--- src/rtl/s_axi_regfile_if.sv ---
// AXI4 single-beat register-slave bus bundle (AW/W/B/AR/R channels).
// The slave modport is the register bank's view; master is the initiator's view.
interface s_axi_regfile_if #(
    parameter int DATA_WIDTH = 32,
    parameter int ADDR_WIDTH = 32,
    parameter int ID_WIDTH   = 4
);
    logic [ID_WIDTH-1:0]     awid_i;
    logic [ADDR_WIDTH-1:0]   awaddr_i;
    logic                    awvalid_i;
    logic                    awready_o;
    logic [DATA_WIDTH-1:0]   wdata_i;
    logic [DATA_WIDTH/8-1:0] wstrb_i;
    logic                    wlast_i;
    logic                    wvalid_i;
    logic                    wready_o;
    logic [ID_WIDTH-1:0]     bid_o;
    logic [1:0]              bresp_o;
    logic                    bvalid_o;
    logic                    bready_i;
    logic [ID_WIDTH-1:0]     arid_i;
    logic [ADDR_WIDTH-1:0]   araddr_i;
    logic                    arvalid_i;
    logic                    arready_o;
    logic [ID_WIDTH-1:0]     rid_o;
    logic [DATA_WIDTH-1:0]   rdata_o;
    logic [1:0]              rresp_o;
    logic                    rlast_o;
    logic                    rvalid_o;
    logic                    rready_i;

    modport slave (
        input  awid_i, awaddr_i, awvalid_i, wdata_i, wstrb_i, wlast_i, wvalid_i,
               bready_i, arid_i, araddr_i, arvalid_i, rready_i,
        output awready_o, wready_o, bid_o, bresp_o, bvalid_o,
               arready_o, rid_o, rdata_o, rresp_o, rlast_o, rvalid_o
    );

    modport master (
        output awid_i, awaddr_i, awvalid_i, wdata_i, wstrb_i, wlast_i, wvalid_i,
               bready_i, arid_i, araddr_i, arvalid_i, rready_i,
        input  awready_o, wready_o, bid_o, bresp_o, bvalid_o,
               arready_o, rid_o, rdata_o, rresp_o, rlast_o, rvalid_o
    );
endinterface

--- src/rtl/s_axi_regfile.sv ---
// Parametrised AXI4 single-beat register bank with ID echo and SLVERR on out-of-range access.
// Define S_AXI_REGFILE_CHECKSUM_EN to expose a read-only XOR checksum word at index NUM_REGS.
module s_axi_regfile #(
    parameter int                    DATA_WIDTH  = 32,
    parameter int                    ADDR_WIDTH  = 32,
    parameter int                    NUM_REGS    = 8,
    parameter int                    ID_WIDTH    = 4,
    parameter logic [DATA_WIDTH-1:0] RESET_VALUE = '0
) (
    input  logic             clk,
    input  logic             areset,
    s_axi_regfile_if.slave   bus
);
    localparam int STRB_W = DATA_WIDTH / 8;
    localparam int OFFS   = $clog2(STRB_W);
    localparam int IDX_W  = (NUM_REGS > 1) ? $clog2(NUM_REGS) : 1;
    localparam logic [ADDR_WIDTH-1:0] NUM_REGS_A = ADDR_WIDTH'(NUM_REGS);
    localparam logic [1:0] RESP_OKAY   = 2'b00;
    localparam logic [1:0] RESP_SLVERR = 2'b10;

    logic [DATA_WIDTH-1:0] regs_q [NUM_REGS];
    logic [DATA_WIDTH-1:0] regs_d [NUM_REGS];

    logic                  has_aw_q, has_aw_d, has_w_q, has_w_d;
    logic [ADDR_WIDTH-1:0] awaddr_q, awaddr_d;
    logic [ID_WIDTH-1:0]   awid_q, awid_d;
    logic [DATA_WIDTH-1:0] wdata_q, wdata_d;
    logic [STRB_W-1:0]     wstrb_q, wstrb_d;
    logic                  bvalid_q, bvalid_d;
    logic [1:0]            bresp_q, bresp_d;
    logic [ID_WIDTH-1:0]   bid_q, bid_d;
    logic                  rvalid_q, rvalid_d;
    logic [1:0]            rresp_q, rresp_d;
    logic [ID_WIDTH-1:0]   rid_q, rid_d;
    logic [DATA_WIDTH-1:0] rdata_q, rdata_d;

    logic [ADDR_WIDTH-1:0] aw_idx, ar_idx;
    logic                  aw_hs, w_hs, ar_hs, commit, aw_in_range, ar_in_range;
    logic                  unused_wlast;

    assign unused_wlast   = bus.wlast_i;
    assign bus.awready_o  = !has_aw_q && !bvalid_q;
    assign bus.wready_o   = !has_w_q && !bvalid_q;
    assign bus.arready_o  = !rvalid_q;
    assign bus.bvalid_o   = bvalid_q;
    assign bus.bresp_o    = bresp_q;
    assign bus.bid_o      = bid_q;
    assign bus.rvalid_o   = rvalid_q;
    assign bus.rlast_o    = rvalid_q;
    assign bus.rresp_o    = rresp_q;
    assign bus.rid_o      = rid_q;
    assign bus.rdata_o    = rdata_q;

    // Byte offset bits are dropped; the remaining high bits must still fall below NUM_REGS.
    assign aw_idx      = awaddr_q >> OFFS;
    assign ar_idx      = bus.araddr_i >> OFFS;
    assign aw_in_range = aw_idx < NUM_REGS_A;
    assign ar_in_range = ar_idx < NUM_REGS_A;

    assign aw_hs  = bus.awvalid_i && bus.awready_o;
    assign w_hs   = bus.wvalid_i && bus.wready_o;
    assign ar_hs  = bus.arvalid_i && bus.arready_o;
    assign commit = has_aw_q && has_w_q && !bvalid_q;

`ifdef S_AXI_REGFILE_CHECKSUM_EN
    logic [DATA_WIDTH-1:0] csum;
    always_comb begin
        csum = '1;
        for (int r = 0; r < NUM_REGS; r++) csum = csum ^ regs_q[r];
    end
`endif

    always_comb begin
        has_aw_d = has_aw_q;
        has_w_d  = has_w_q;
        awaddr_d = awaddr_q;
        awid_d   = awid_q;
        wdata_d  = wdata_q;
        wstrb_d  = wstrb_q;
        bvalid_d = bvalid_q;
        bresp_d  = bresp_q;
        bid_d    = bid_q;
        for (int r = 0; r < NUM_REGS; r++) regs_d[r] = regs_q[r];

        if (bvalid_q && bus.bready_i) bvalid_d = 1'b0;
        if (aw_hs) begin
            has_aw_d = 1'b1;
            awaddr_d = bus.awaddr_i;
            awid_d   = bus.awid_i;
        end
        if (w_hs) begin
            has_w_d = 1'b1;
            wdata_d = bus.wdata_i;
            wstrb_d = bus.wstrb_i;
        end
        if (commit) begin
            has_aw_d = 1'b0;
            has_w_d  = 1'b0;
            bvalid_d = 1'b1;
            bid_d    = awid_q;
            bresp_d  = aw_in_range ? RESP_OKAY : RESP_SLVERR;
            for (int r = 0; r < NUM_REGS; r++) begin
                if (aw_in_range && aw_idx == ADDR_WIDTH'(r)) begin
                    for (int b = 0; b < STRB_W; b++) begin
                        if (wstrb_q[b]) regs_d[r][8*b +: 8] = wdata_q[8*b +: 8];
                    end
                end
            end
        end
    end

    // Reads sample regs_q, so a same-edge write commit is not yet visible.
    always_comb begin
        rvalid_d = rvalid_q;
        rresp_d  = rresp_q;
        rid_d    = rid_q;
        rdata_d  = rdata_q;
        if (rvalid_q && bus.rready_i) rvalid_d = 1'b0;
        if (ar_hs) begin
            rvalid_d = 1'b1;
            rid_d    = bus.arid_i;
            if (ar_in_range) begin
                rdata_d = regs_q[ar_idx[IDX_W-1:0]];
                rresp_d = RESP_OKAY;
`ifdef S_AXI_REGFILE_CHECKSUM_EN
            end else if (ar_idx == NUM_REGS_A) begin
                rdata_d = csum;
                rresp_d = RESP_OKAY;
`endif
            end else begin
                rdata_d = '0;
                rresp_d = RESP_SLVERR;
            end
        end
    end

    always_ff @(posedge clk or negedge areset) begin
        if (!areset) begin
            for (int r = 0; r < NUM_REGS; r++) regs_q[r] <= RESET_VALUE;
            has_aw_q <= 1'b0;
            has_w_q  <= 1'b0;
            awaddr_q <= '0;
            awid_q   <= '0;
            wdata_q  <= '0;
            wstrb_q  <= '0;
            bvalid_q <= 1'b0;
            bresp_q  <= '0;
            bid_q    <= '0;
            rvalid_q <= 1'b0;
            rresp_q  <= '0;
            rid_q    <= '0;
            rdata_q  <= '0;
        end else begin
            for (int r = 0; r < NUM_REGS; r++) regs_q[r] <= regs_d[r];
            has_aw_q <= has_aw_d;
            has_w_q  <= has_w_d;
            awaddr_q <= awaddr_d;
            awid_q   <= awid_d;
            wdata_q  <= wdata_d;
            wstrb_q  <= wstrb_d;
            bvalid_q <= bvalid_d;
            bresp_q  <= bresp_d;
            bid_q    <= bid_d;
            rvalid_q <= rvalid_d;
            rresp_q  <= rresp_d;
            rid_q    <= rid_d;
            rdata_q  <= rdata_d;
        end
    end
endmodule

--- src/flat_wrapper.sv ---
// flat-port wrapper written by rule: the top's interface ports become plain ports
module s_axi_regfile_flat 
#(
    parameter int                    DATA_WIDTH  = 32,
    parameter int                    ADDR_WIDTH  = 32,
    parameter int                    NUM_REGS    = 8,
    parameter int                    ID_WIDTH    = 4,
    parameter logic [DATA_WIDTH-1:0] RESET_VALUE = '0
)
  (clk, areset, bus_awid_i, bus_awaddr_i, bus_awvalid_i, bus_wdata_i, bus_wstrb_i, bus_wlast_i, bus_wvalid_i, bus_bready_i, bus_arid_i, bus_araddr_i, bus_arvalid_i, bus_rready_i, bus_awready_o, bus_wready_o, bus_bid_o, bus_bresp_o, bus_bvalid_o, bus_arready_o, bus_rid_o, bus_rdata_o, bus_rresp_o, bus_rlast_o, bus_rvalid_o);
  s_axi_regfile_if #(.DATA_WIDTH(DATA_WIDTH), .ADDR_WIDTH(ADDR_WIDTH), .ID_WIDTH(ID_WIDTH)) bus_i ();
  input  logic clk;
  input  logic areset;
  input wire logic [$bits(bus_i.awid_i)-1:0] bus_awid_i;
  input wire logic [$bits(bus_i.awaddr_i)-1:0] bus_awaddr_i;
  input wire logic [$bits(bus_i.awvalid_i)-1:0] bus_awvalid_i;
  input wire logic [$bits(bus_i.wdata_i)-1:0] bus_wdata_i;
  input wire logic [$bits(bus_i.wstrb_i)-1:0] bus_wstrb_i;
  input wire logic [$bits(bus_i.wlast_i)-1:0] bus_wlast_i;
  input wire logic [$bits(bus_i.wvalid_i)-1:0] bus_wvalid_i;
  input wire logic [$bits(bus_i.bready_i)-1:0] bus_bready_i;
  input wire logic [$bits(bus_i.arid_i)-1:0] bus_arid_i;
  input wire logic [$bits(bus_i.araddr_i)-1:0] bus_araddr_i;
  input wire logic [$bits(bus_i.arvalid_i)-1:0] bus_arvalid_i;
  input wire logic [$bits(bus_i.rready_i)-1:0] bus_rready_i;
  output wire logic [$bits(bus_i.awready_o)-1:0] bus_awready_o;
  output wire logic [$bits(bus_i.wready_o)-1:0] bus_wready_o;
  output wire logic [$bits(bus_i.bid_o)-1:0] bus_bid_o;
  output wire logic [$bits(bus_i.bresp_o)-1:0] bus_bresp_o;
  output wire logic [$bits(bus_i.bvalid_o)-1:0] bus_bvalid_o;
  output wire logic [$bits(bus_i.arready_o)-1:0] bus_arready_o;
  output wire logic [$bits(bus_i.rid_o)-1:0] bus_rid_o;
  output wire logic [$bits(bus_i.rdata_o)-1:0] bus_rdata_o;
  output wire logic [$bits(bus_i.rresp_o)-1:0] bus_rresp_o;
  output wire logic [$bits(bus_i.rlast_o)-1:0] bus_rlast_o;
  output wire logic [$bits(bus_i.rvalid_o)-1:0] bus_rvalid_o;
  assign bus_i.awid_i = bus_awid_i;
  assign bus_i.awaddr_i = bus_awaddr_i;
  assign bus_i.awvalid_i = bus_awvalid_i;
  assign bus_i.wdata_i = bus_wdata_i;
  assign bus_i.wstrb_i = bus_wstrb_i;
  assign bus_i.wlast_i = bus_wlast_i;
  assign bus_i.wvalid_i = bus_wvalid_i;
  assign bus_i.bready_i = bus_bready_i;
  assign bus_i.arid_i = bus_arid_i;
  assign bus_i.araddr_i = bus_araddr_i;
  assign bus_i.arvalid_i = bus_arvalid_i;
  assign bus_i.rready_i = bus_rready_i;
  assign bus_awready_o = bus_i.awready_o;
  assign bus_wready_o = bus_i.wready_o;
  assign bus_bid_o = bus_i.bid_o;
  assign bus_bresp_o = bus_i.bresp_o;
  assign bus_bvalid_o = bus_i.bvalid_o;
  assign bus_arready_o = bus_i.arready_o;
  assign bus_rid_o = bus_i.rid_o;
  assign bus_rdata_o = bus_i.rdata_o;
  assign bus_rresp_o = bus_i.rresp_o;
  assign bus_rlast_o = bus_i.rlast_o;
  assign bus_rvalid_o = bus_i.rvalid_o;
  s_axi_regfile #(.DATA_WIDTH(DATA_WIDTH), .ADDR_WIDTH(ADDR_WIDTH), .NUM_REGS(NUM_REGS), .ID_WIDTH(ID_WIDTH), .RESET_VALUE(RESET_VALUE)) u_core (.clk(clk), .areset(areset), .bus(bus_i));
endmodule
--- config.mk ---
export PLATFORM = sky130hd
export DESIGN_NAME = s_axi_regfile_flat
export DESIGN_NICKNAME = d
export VERILOG_FILES = /design/src/rtl/s_axi_regfile_if.sv /design/src/rtl/s_axi_regfile.sv /design/src/flat_wrapper.sv
export SDC_FILE = /design/constraint.sdc
export NUM_CORES = 1
export LEC_CHECK = 0
export BUFFER_PORTS_ARGS = -buffer_cell sky130_fd_sc_hd__clkbuf_2
export CAP_MARGIN = 20
export CORE_AREA = 2 2 215 217
export CTS_BUF_LIST = sky130_fd_sc_hd__clkbuf_4
export DETAILED_ROUTE_END_ITERATION = 6
export DIE_AREA = 0 0 217 219
export GPL_TIMING_DRIVEN = 0
export PLACE_DENSITY = 0.64
export SYNTH_ARGS = -nofsm -noshare
export SYNTH_HDL_FRONTEND = slang
export SYNTH_SLANG_ARGS = --single-unit
export TNS_END_PERCENT = 1
--- constraint.sdc ---
create_clock -name clk -period 3.5 [get_ports clk]
set_input_delay 0.525 -clock clk [delete_from_list [all_inputs] [get_ports clk]]
set_output_delay 0.525 -clock clk [all_outputs]
set_load 0.05 [all_outputs]
### Word-level counts from Yosys, hierarchy flattened

Index checks and enable logic that the tools add are counted.

| word-level totals | value |
|---|---|
| flip-flop bits (word level) | 376 |

| cells by class | value |
|---|---|
| bitwise logic cells | 1 |
| $lt $le $gt $ge | 3 |
| mux-type cells | 14 |
| reduce and logical (&&, ||, !) cells | 58 |
| equal/unequal tests | 7 |

Operator list:

| operator | number |
|---|---|
| $eq A30 B3 Y1 const B | 4 |
| $bmux W32 S3 | 1 |
| $mux W32 | 3 |
| $reduce_and A3 Y1 | 32 |
| $eq A30 B2 Y1 const B | 2 |
| $lt A30 B4 Y1 const B | 2 |
| $logic_not A32 Y1 | 1 |
| $eq A30 B1 Y1 const B | 1 |
| $logic_and A1 B1 Y1 | 17 |
| $mux W1 | 8 |
| $reduce_bool A2 Y1 | 4 |
| $ge A4 B4 Y1 const B | 1 |
| $logic_not A1 Y1 | 4 |
| $mux W2 | 2 |
| $not A3 Y4 | 1 |

### Longest topological paths before layout

Gate-level depths: netlist of run 1.

| logic depth | value |
|---|---|
| depth in word-level cells | 5 |
| mapped depth | 6 |

### Worst setup path after synthesis of run 1

Ideal clock, no wire load.

| timing | value |
|---|---|
| path type | register to register |
| start point | register u_core.bvalid_q (netlist: u_core.bus.bvalid_o) |
| end point | register u_core.wdata_q[10] |
| required time | 3.375 ns |
| clock period less this slack | 2.714 ns |
| buffers on the path | 2 |
| path slack | 0.786 ns |
| stages on the path, launching flop included | 6 |
| data arrival time | 2.589 ns |
| path through | dfrtp_1 > nor2_1 > and2_1 > clkbuf_1 > clkbuf_1 > mux2_2 |

| on the way | value |
|---|---|
| longest elaborated chain between the ends | 3 |

RTL lines:

| what | line | text |
|---|---|---|
| from (decl) | s_axi_regfile.sv:29 | `logic bvalid_q, bvalid_d;` |
| from (signal assigned) | s_axi_regfile.sv:161 | `bvalid_q <= bvalid_d;` |
| $logic_not A1 Y1 | s_axi_regfile.sv:43 | `assign bus.wready_o = !has_w_q && !bvalid_q;` |
| $logic_and A1 B1 Y1 | s_axi_regfile.sv:43 |  |
| net bus_wready_o | flat_wrapper.sv:27 | `output wire logic [$bits(bus_i.wready_o)-1:0] bus_wready_o;` |
| $logic_and A1 B1 Y1 | s_axi_regfile.sv:61 | `assign w_hs = bus.wvalid_i && bus.wready_o;` |
| to (signal assigned) | s_axi_regfile.sv:159 | `wdata_q <= wdata_d;` |
| to (decl) | s_axi_regfile.sv:27 | `logic [DATA_WIDTH-1:0] wdata_q, wdata_d;` |

The timed path passes the listed nets, and every way through them passes these cells.
A chain may end at the register's enable or synchronous reset.

### Worst setup path after layout of run 1

| timing | value |
|---|---|
| start point | register u_core.awaddr_q[14] |
| end point | register u_core.regs_q[76] (netlist name) |

| on the way | value |
|---|---|
| longest elaborated chain between the ends | 3 |

RTL lines:

| what | line | text |
|---|---|---|
| from (decl) | s_axi_regfile.sv:25 | `logic [ADDR_WIDTH-1:0] awaddr_q, awaddr_d;` |
| from (signal assigned) | s_axi_regfile.sv:157 | `awaddr_q <= awaddr_d;` |
| $lt A30 B4 Y1 or $eq A30 B3 Y1 (tied branches) | s_axi_regfile.sv:57, s_axi_regfile.sv:103 |  |
| $logic_and A1 B1 Y1 (*) | s_axi_regfile.sv:103 | `if (aw_in_range && aw_idx == ADDR_WIDTH'(r)) begin` |
| $reduce_and A3 Y1 (no source line) (*) | -- |  |
| to (decl) | s_axi_regfile.sv:21 | `logic [DATA_WIDTH-1:0] regs_q [NUM_REGS];` |

Every way passes the cells marked *; elsewhere a longest branch is shown, timed or not.

==> results.py, run 1 <==
metrics = {
    "power": {
        "power_frac_seq_pct": 51.8,
        "powerDensity_nw_per_um2": 526,
        "power_frac_comb_pct": 14.9,
        "p_leak_uw": 0.00941,
        "clkPwrFrac_pct": 33.4,
        "ir_drop_v": 0.000293,
        "swShare_pct": 30.4,
        "total_power_uw": 10400,
        "p_int_uw": 7270,
        "p_sw_uw": 3170,
    },
    "worst_setup_path": {
        "cp-end-kind": "register",
        "crit_fanout": 9,
        "r2r_start": "u_core.awaddr_q[14]$_DFFE_PN0P_",
        "path_class": "reg2reg",
        "critPathArrivalTime_ns": 3.91,
        "r2r_cells": 5,
        "crit_end": "u_core.regs_q[76]$_DFFE_PN0P_",
        "cp-start-kind": "register",
        "r2r_setup_slack_ns": 0.23,
        "critPathLaunch": "u_core.awaddr_q[14]$_DFFE_PN0P_",
        "r2r-end": "u_core.regs_q[76]$_DFFE_PN0P_",
        "worst_ep_required_time_ns": 4.14,
    },
    "floorplan": {
        "rows": 78,
        "start_util_pct": 35.6,
        "core_area_um2": 45100,
        "die-area_um2": 47500,
        "chipWidth_um": 217,
        "die_y_um": 219,
        "ioPinCount": 166,
    },
    "logic_synthesis": {
        "synth.largest_area_cell": "dfrtp_1",
        "synth-edff-count": 0,
        "synthDistinctLibCells": 27,
        "synth_most_common_cell": "dfrtp_1",
        "ys_seq_area_share_pct": 58.0,
        "yosysTopAreaCellShare_pct": 58.0,
        "synthTopCellsByArea": "dfrtp_1 (58%), mux2_2 (23%), mux4_2 (9.0%)",
        "ys_warn_count": 0,
        "ys_ff_latch": 372,
        "async_flop_share_pct": 100,
        "synthCells": 1013,
        "synth.top_cells.by_count": "dfrtp_1 (372), mux2_2 (330), mux4_2 (64), nand2_1 (49)",
        "mappedNetlistArea_um2": 16100,
        "syn_area_per_cell_um2": 15.9,
        "synthFlopType": "dfrtp_1",
    },
    "timing": {
        "period_needed_ns": 3.27,
        "setup_slack_ns": 0.234,
        "fmax_ghz": 0.306,
        "finalMaxSlewViolations": 0,
        "finalSetupViolations": 0,
        "min_period_over_period_pct": 93.3,
        "hold_viol": 0,
        "fin_worst_skew_ns": 0.0370,
        "slew_headroom_pct": 31.7,
        "rsz0062_at_grt": "no",
        "worst_slew_pin_slew_ns": 1.02,
        "whs_ns": 0.405,
    },
    "drt": {
        "wl_um": 38700,
        "dr.first_iter.drc_count": 480,
        "wl_met3_um": 1670,
        "dr.max_layer_used": "met4",
        "via_per_inst": 5.00,
        "met1_length_um": 17100,
        "wl_met2_um": 19200,
        "via_count": 10200,
        "dr.pass1.iters": 4,
        "antenna_left": 0,
        "drc": 0,
        "wl_per_cell_um": 18.9,
    },
    "global_route": {
        "grt_overflow": 0,
        "grt_pass1_vias": 10900,
        "grt_usage_pct": 16.9,
        "grt_first_pass_wirelength_um": 62000,
        "antenna_found_initial": 2,
        "grt_max_degree": 116,
    },
    "finish": {
        "layout.cells.non_filler": 2046,
        "syn_to_final_growth_pct": 23.7,
        "nNetsFinal": 1497,
        "drive_gt1_share_pct": 53.2,
    },
    "clock_tree": {
        "cts_made_buffers": 96,
        "clkSinkCount": 372,
        "root_buffer": "clkbuf_4",
        "cts_tree": "yes",
        "clk_pin_slew_ns": 0.06,
        "cts_buffer_depth": 3,
        "cts_max_level": 3,
        "insertion_delay_ns": 0.77,
        "cts_resized": 0,
    },
    "status": {
        "status": "finished, final reports clean",
    },
    "min_path": {
        "hold_class": "in2async",
    },
    "placed_design": {
        "gp_congestion": 0.728,
        "place_ws_ns": 0.133,
        "dp_cells": 1801,
        "dpl.hpwl_um": 26300,
        "port_buffers": 155,
    },
    "run": {
        "cap_violations": 0,
    },
}
-- critical path, cell delays in order, from the launching register on --
cell	delay, ns
dfrtp_1	0.38
nor4_2	0.81
nand4_1	0.54
nor4_2	0.79
buf_4	0.29
mux2_2	0.33
-- final cells by class --
cell class / count / area, um^2
Fill cell: 4146 / 25200
Sequential cell: 372 / 9310
Multi-Input combinational cell: 593 / 6570
Timing Repair Buffer: 269 / 1910
Clock buffer: 136 / 1020
Tap cell: 600 / 751
Buffer: 46 / 186
Clock inverter: 24 / 95.1
Inverter: 3 / 11.3
Antenna cell: 3 / 7.51
-- cells in the final DEF, fill, tap and decap left out, types with 2 or more instances in the layout --
master,count
nand4_1,9
and2_1,6
nor4_1,9
dlygate4sd3_1,78
nor2b_1,4
diode_2,3
conb_1,2
a21oi_1,2
clkbuf_1,22
inv_1,3
buf_8,2
clkinv_2,4
nand2_1,49
buf_2,2
mux4_2,64
o21ai_0,34
nor3_1,3
clkbuf_2,154
nand3_1,2
buf_1,19
buf_16,3
nand3b_1,2
dfrtp_1,372
or4_1,2
clkinv_1,17
mux2i_1,32
mux2_2,330
buf_4,31
clkbuf_4,138
nor2_1,5
nor4_2,33
inv_2,3
-- registers in the layout, indices dropped and copies added (netlist names), 4 cells and up --
name	flops
u_core.bus.bid_o	4
u_core.awaddr_q	30
u_core.wstrb_q	4
u_core.wdata_q	32
u_core.bus.rdata_o	32
u_core.bus.rid_o	4
u_core.awid_q	4
u_core.regs_q	256
-- cell families (layout without fill, tap and decap cells) --
logic type	after synthesis	after routing	synth area share, %
mux	426	426	34.1
buf+inv	49	478	1.23
flops	372	372	58.0
compound gates	38	38	1.22
simple gates	127	127	5.46
other cells	1	5	0.0233
-- metal layers --
layer	vias up	GRT usage, %
met3	67	4.10
met2	224	28.1
met1	5345	22.0
met5	-	0
li1	4592	-
met4	0	5.43
-- worst min-delay path by stage --
stage,from,to,slack (ns),depth (start not counted)
global placement,u_core.awid_q[1]$_DFFE_PN0P_,u_core.bus.bid_o[1]$_DFFE_PN0P_,0.45,2
floorplan,areset,u_core.awaddr_q[10]$_DFFE_PN0P_,0.23,0
finish,areset,u_core.wdata_q[0]$_DFFE_PN0P_,0.40,2
detailed placement,u_core.awid_q[2]$_DFFE_PN0P_,u_core.bus.bid_o[2]$_DFFE_PN0P_,0.46,2
CTS,bus_araddr_i[4],u_core.bus.rdata_o[31]$_DFFE_PN0P_,0.34,3
global route,bus_araddr_i[4],u_core.bus.rdata_o[31]$_DFFE_PN0P_,0.38,3
-- per-stage QoR --
stage	setup TNS (ns)	area, um^2	util [%]
6_report	0	19900	44.1
5_1_grt	0	19900	44.1
4_1_cts	0	19800	43.9
3_5_place_dp	0	17900	39.7
3_3_place_gp	-2285.46	17600	39.0
2_1_floorplan	0	16100	-
-- what timing repair did --
item / 4_1_cts / 5_1_grt
hold endpoints to repair: 169 / 0
hold buffers: 78 / 0
buffers inserted: 0 / 0
-- power by group through the flow --
stage | logic, uW | registers, uW | clock network, uW
3_5_place_dp | 1500 | 5470 | 0
3_3_place_gp | 1450 | 5440 | 0
5_1_grt | 1690 | 5510 | 3860
4_1_cts | 1570 | 5390 | 3630
6_report | 1550 | 5400 | 3490
2_1_floorplan | 942 | 5360 | 0
(Power assumes the default switching activity.)
==> inputs of run 2 (changes only) <==
--- a/config.mk
+++ b/config.mk
@@ -13,6 +13,7 @@
 export DIE_AREA = 0 0 217 219
 export GPL_TIMING_DRIVEN = 0
 export PLACE_DENSITY = 0.64
+export SETUP_SLACK_MARGIN = 0.5
 export SYNTH_ARGS = -nofsm -noshare
 export SYNTH_HDL_FRONTEND = slang
 export SYNTH_SLANG_ARGS = --single-unit
==> run 2 against run 1 <==
  * Hold slack improved by 0.0040 ns
  * Register-to-register slack gained 0.22 ns
  * Clock skew is 0.0032 ns lower
  * Critical path depth rose by 1
==> results.py, run 2 (synthesis results as in run 1) <==
metrics = {
    "floorplan": {
        "rows": 78,
        "core_area_um2": 45100,
        "die-area_um2": 47500,
        "start_util_pct": 35.6,
        "die_y_um": 219,
        "ioPinCount": 166,
        "chipWidth_um": 217,
    },
    "timing": {
        "hold_viol": 0,
        "setup_slack_ns": 0.452,
        "fin_worst_skew_ns": 0.0338,
        "finalMaxSlewViolations": 0,
        "worst_slew_pin_slew_ns": 1.01,
        "fmax_ghz": 0.328,
        "slew_headroom_pct": 32.5,
        "period_needed_ns": 3.05,
        "min_period_over_period_pct": 87.1,
        "whs_ns": 0.409,
        "rsz0062_at_grt": "yes",
        "finalSetupViolations": 0,
    },
    "run": {
        "cap_violations": 0,
    },
    "clock_tree": {
        "cts_buffer_depth": 3,
        "clkSinkCount": 372,
        "post_cts_buffers": 0,
        "root_buffer": "clkbuf_4",
        "clk_pin_slew_ns": 0.06,
        "cts_max_level": 3,
        "cts_tree": "yes",
        "insertion_delay_ns": 0.77,
        "cts_made_buffers": 96,
    },
    "min_path": {
        "hold_class": "in2async",
    },
    "worst_setup_path": {
        "path_class": "reg2reg",
        "critPathArrivalTime_ns": 3.68,
        "crit_fanout": 10,
        "cp-start-kind": "register",
        "cp-end-kind": "register",
        "worst_ep_required_time_ns": 4.13,
    },
    "global_route": {
        "grt_pass1_vias": 10900,
        "antenna_found_initial": 2,
        "grt_max_degree": 116,
        "grt_first_pass_wirelength_um": 62000,
        "grt_usage_pct": 16.9,
        "grt_overflow": 0,
    },
    "placed_design": {
        "place_ws_ns": 0.133,
        "gp_congestion": 0.728,
        "dpl.hpwl_um": 26300,
        "port_buffers": 155,
    },
    "power": {
        "p_leak_uw": 0.00952,
        "powerDensity_nw_per_um2": 526,
        "ir_drop_v": 0.000292,
    },
    "drt": {
        "via_per_inst": 4.98,
        "drc": 0,
        "antenna_left": 0,
        "wl_per_cell_um": 19.0,
        "dr.first_iter.drc_count": 544,
        "via_count": 10200,
        "dr.pass1.iters": 4,
        "wl_um": 38900,
    },
    "finish": {
        "syn_to_final_growth_pct": 24.2,
        "layout_common_cells": "dfrtp_1 (372), mux2_2 (330), clkbuf_2 (154)",
        "top_register": "u_core.regs_q",
        "drive_gt1_share_pct": 53.3,
        "nNetsFinal": 1496,
        "largest_reg_flops": 256,
        "final_common_cell": "dfrtp_1",
    },
    "status": {
        "status": "finished, final reports clean",
    },
}
run 2: worst paths after layout:
kind | start | end | slack, ns | cells after the start
max | u_core.awaddr_q[23]$_DFFE_PN0P_ | u_core.regs_q[41]$_DFFE_PN0P_ | 0.45 | 6
min | areset | u_core.wdata_q[0]$_DFFE_PN0P_ | 0.41 | 2
max reg2reg | u_core.awaddr_q[23]$_DFFE_PN0P_ | u_core.regs_q[41]$_DFFE_PN0P_ | 0.45 | 6
min reg2reg | u_core.awid_q[2]$_DFFE_PN0P_ | u_core.bus.bid_o[2]$_DFFE_PN0P_ | 0.47 | 2
max in group asynchronous | areset | u_core.regs_q[159]$_DFFE_PN0P_ | 2.00 | 3
min in group clk | bus_araddr_i[4] | u_core.bus.rdata_o[31]$_DFFE_PN0P_ | 0.45 | 3
run 2: metrics by stage:
step / utilization, % / total power (uW) / setup TNS, ns / cells / area, um^2
after global routing: 44.2 / 11100 / 0 / 2045 / 19900
after CTS: 44.0 / 10600 / 0 / 2039 / 19800
final: 44.2 / 10500 / 0 / 2045 / 19900
after detailed placement: 39.7 / 6970 / 0 / 1801 / 17900
after floorplan: - / 6300 / 0 / 1014 / 16100
after global placement: 39.0 / 6890 / -2285.46 / 1769 / 17600
run 2: timing repair:
item	in CTS	in global routing
setup endpoints to repair	109	198
endpoints found under the hold margin	169	0
gates resized for setup	4	6
hold buffers	78	0
run 2: worst max-delay path, cell delays in order, from the launching register on:
cell	delay [ns]
dfrtp_1	0.38
nor4_1	0.41
nand2_1	0.31
buf_1	0.44
nor4_2	0.76
buf_4	0.29
mux2_2	0.34
run 2: per-layer routing:
metal	vias to the layer above	share of wire [%]	GRT usage (%)
li1	4601	-	-
met1	5285	43	21.9
met2	229	49	28.0
met3	74	4.9	4.10
met4	0	2.3	5.62
met5	-	0	0
run 2: power breakdown:
group | internal, uW | switching, uW | total (uW)
clock network | 1770 | 1710 | 3480
registers | 4770 | 658 | 5430
logic | 735 | 834 | 1570
run 2: layout make-up:
class | count | area [um^2]
Inverter | 3 | 11.3
Clock buffer | 136 | 1020
Timing Repair Buffer | 268 | 1910
Fill cell | 4149 | 25100
Antenna cell | 3 | 7.51
Clock inverter | 24 | 95.1
Sequential cell | 372 | 9310
Buffer | 46 | 186
Tap cell | 600 | 751
Multi-Input combinational cell | 593 | 6650
==> inputs of run 3 (changes only) <==
==> constraint.sdc (replaced) <==
create_clock -name clk -period 3.1 [get_ports clk]
set_input_delay 0.465 -clock clk [delete_from_list [all_inputs] [get_ports clk]]
set_output_delay 0.465 -clock clk [all_outputs]
set_load 0.05 [all_outputs]
==> run 3 against run 2 <==
  * Global-route usage increased by 0.22 points
  * Die area unchanged
  * Register-to-register slack got worse by 0.11 ns
  * Largest cell class unchanged
  * Cell count increased by 1.9%
  * Non-clock buffer count increased by 24
  * Core utilization increased by 1.3 points
==> results.py, run 3 (synthesis results as in run 1) <==
metrics = {
    "placed_design": {
        "placed_area_um2": 17900,
        "gp_congestion": 0.740,
        "dpl.hpwl_um": 26300,
        "port_buffers": 155,
    },
    "drt": {
        "dr.pass1.iters": 4,
        "drc": 0,
        "dr.first_iter.drc_count": 509,
        "wl_per_cell_um": 19.0,
        "wl_um": 39600,
        "antenna_left": 0,
        "via_per_inst": 4.93,
        "via_count": 10300,
    },
    "timing": {
        "fin_worst_skew_ns": 0.0543,
        "slew_headroom_pct": 27.5,
        "finalMaxSlewViolations": 0,
        "hold_viol": 0,
        "period_needed_ns": 2.76,
        "rsz0062_at_grt": "yes",
        "finalSetupViolations": 0,
        "worst_slew_pin_slew_ns": 1.09,
        "fmax_ghz": 0.362,
        "min_period_over_period_pct": 89.1,
    },
    "finish": {
        "nNetsFinal": 1521,
        "final_common_cell": "dfrtp_1",
        "multiInputGateArea_um2": 6850,
        "top_register": "u_core.regs_q",
        "layout_common_cells": "dfrtp_1 (372), mux2_2 (330), clkbuf_2 (155)",
        "seqCellArea_um2": 9310,
        "fin_util_pct": 45.5,
        "drive_gt1_share_pct": 55.1,
        "fill_cells": 4041,
        "syn_to_final_growth_pct": 27.8,
        "largest_reg_flops": 256,
        "postLayoutCellArea_um2": 20500,
    },
    "floorplan": {
        "start_util_pct": 35.6,
        "ioPinCount": 166,
        "die-area_um2": 47500,
        "chipWidth_um": 217,
        "die_y_um": 219,
        "rows": 78,
        "core_area_um2": 45100,
    },
    "status": {
        "status": "finished, final reports clean",
    },
    "power": {
        "ir_drop_v": 0.000323,
        "p_leak_uw": 0.0101,
        "powerDensity_nw_per_um2": 604,
    },
    "worst_setup_path": {
        "crit_fanout": 10,
        "crit_buf_inv": 2,
        "worst_ep_required_time_ns": 3.76,
        "crit_family": "simple AND/OR/NAND/NOR gates",
        "worstPathCellList": "nor4_1 > nand2_1 > buf_2 > nor4_2 > buf_4 > mux2_2",
        "r2r_cells": 6,
        "cp-end-kind": "register",
        "cpMaxStageDelayCell": "nor4_2",
        "cp-start-kind": "register",
        "path_class": "reg2reg",
        "critPathArrivalTime_ns": 3.42,
        "max_stage_delay_ns": 0.51,
        "worst-path-stages": 6,
    },
    "clock_tree": {
        "cts_tree": "yes",
        "clk_pin_slew_ns": 0.07,
        "clkSinkCount": 372,
        "cts_made_buffers": 97,
        "root_buffer": "clkbuf_4",
        "cts_buffer_depth": 3,
        "cts_max_level": 3,
        "insertion_delay_ns": 0.81,
    },
    "global_route": {
        "grt_pass1_vias": 11100,
        "grt_overflow": 0,
        "antenna_found_initial": 2,
        "grt_first_pass_wirelength_um": 62300,
        "grt_max_degree": 118,
        "grt_usage_pct": 17.2,
    },
    "run": {
        "cap_violations": 0,
    },
    "min_path": {
        "hold_class": "in2async",
    },
}
[run 3: cell types whose count changed in the layout (fill, tap and decap cells not counted), moves of 2 or more]
| cell | before | now |
|---|---|---|
| buf_4 | 31 | 53 |
| nor4_2 | 25 | 3 |
| nor4_4 | 10 | 32 |
| clkbuf_4 | 137 | 151 |
| buf_1 | 19 | 13 |
| buf_2 | 2 | 6 |
| clkinvlp_4 | 0 | 4 |
| buf_6 | 1 | 4 |
| clkinv_2 | 4 | 1 |
| bufinv_16 | 0 | 2 |
| clkbuf_1 | 22 | 20 |
| inv_2 | 3 | 1 |
[run 3: power breakdown]
part,total [uW],switching (uW),internal [uW],leakage (uW)
clock network,4400,2040,2360,0.000754
logic,1840,989,847,0.00431
registers,6150,771,5380,0.00501
total,12400,3800,8590,0.0101
[run 3: layer usage]
layer	part of all wire, %	vias up	track usage [%]	wire length [um]
met5	0	-	0	0
met1	44	5301	22.5	17500
met3	5.0	82	4.39	1970
met4	2.5	0	6.19	1000
li1	-	4635	-	-
met2	48	246	27.6	19100
[run 3: path summary, 6_finish.rpt]
| check | startpoint | to | slack (ns) |
|---|---|---|---|
| setup / recovery | u_core.awaddr_q[23]$_DFFE_PN0P_ | u_core.regs_q[154]$_DFFE_PN0P_ | 0.34 |
| hold / removal | areset | u_core.regs_q[64]$_DFFE_PN0P_ | 0.27 |
| setup reg to reg | u_core.awaddr_q[23]$_DFFE_PN0P_ | u_core.regs_q[154]$_DFFE_PN0P_ | 0.34 |
| hold reg to reg | u_core.awid_q[1]$_DFFE_PN0P_ | u_core.bus.bid_o[1]$_DFFE_PN0P_ | 0.47 |
| max in group asynchronous | areset | u_core.regs_q[212]$_DFFE_PN0P_ | 1.45 |
| min in group clk | bus_araddr_i[4] | u_core.bus.rdata_o[31]$_DFFE_PN0P_ | 0.32 |
[run 3: timing repair]
item | CTS | global route
setup endpoints to repair | 285 | 267
gates resized for setup | 52 | 6
hold buffers | 78 | 0
buffers inserted | 19 | 9
endpoints found under the hold margin | 154 | 0
pin swaps | 18 | 10
cloned | 0 | 0
[run 3: cell type report]
cell class                 count  area share, %
multi-input combinational    593           33.4
inverter                       3         0.0549
tap                          600           3.66
timing repair buffer         292           10.2
sequential                   372           45.3
clock inverter                25          0.792
antenna                        2         0.0244
buffer                        46           1.02
clock buffer                 150           5.49
[run 3: metrics by stage]
stage	hold slack [ns]	total power [uW]	TNS [ns]	worst slack, ns	std cells
2_1_floorplan	0.169	7120	0	0.466	1014
3_3_place_gp	0.451	7810	-2476.15	-6.50	1769
3_5_place_dp	0.457	7880	-15.87	-0.388	1799
4_1_cts	0.210	12500	0	0.316	2071
5_1_grt	0.265	13100	0	0.273	2083
6_report	0.266	12400	0	0.339	2083
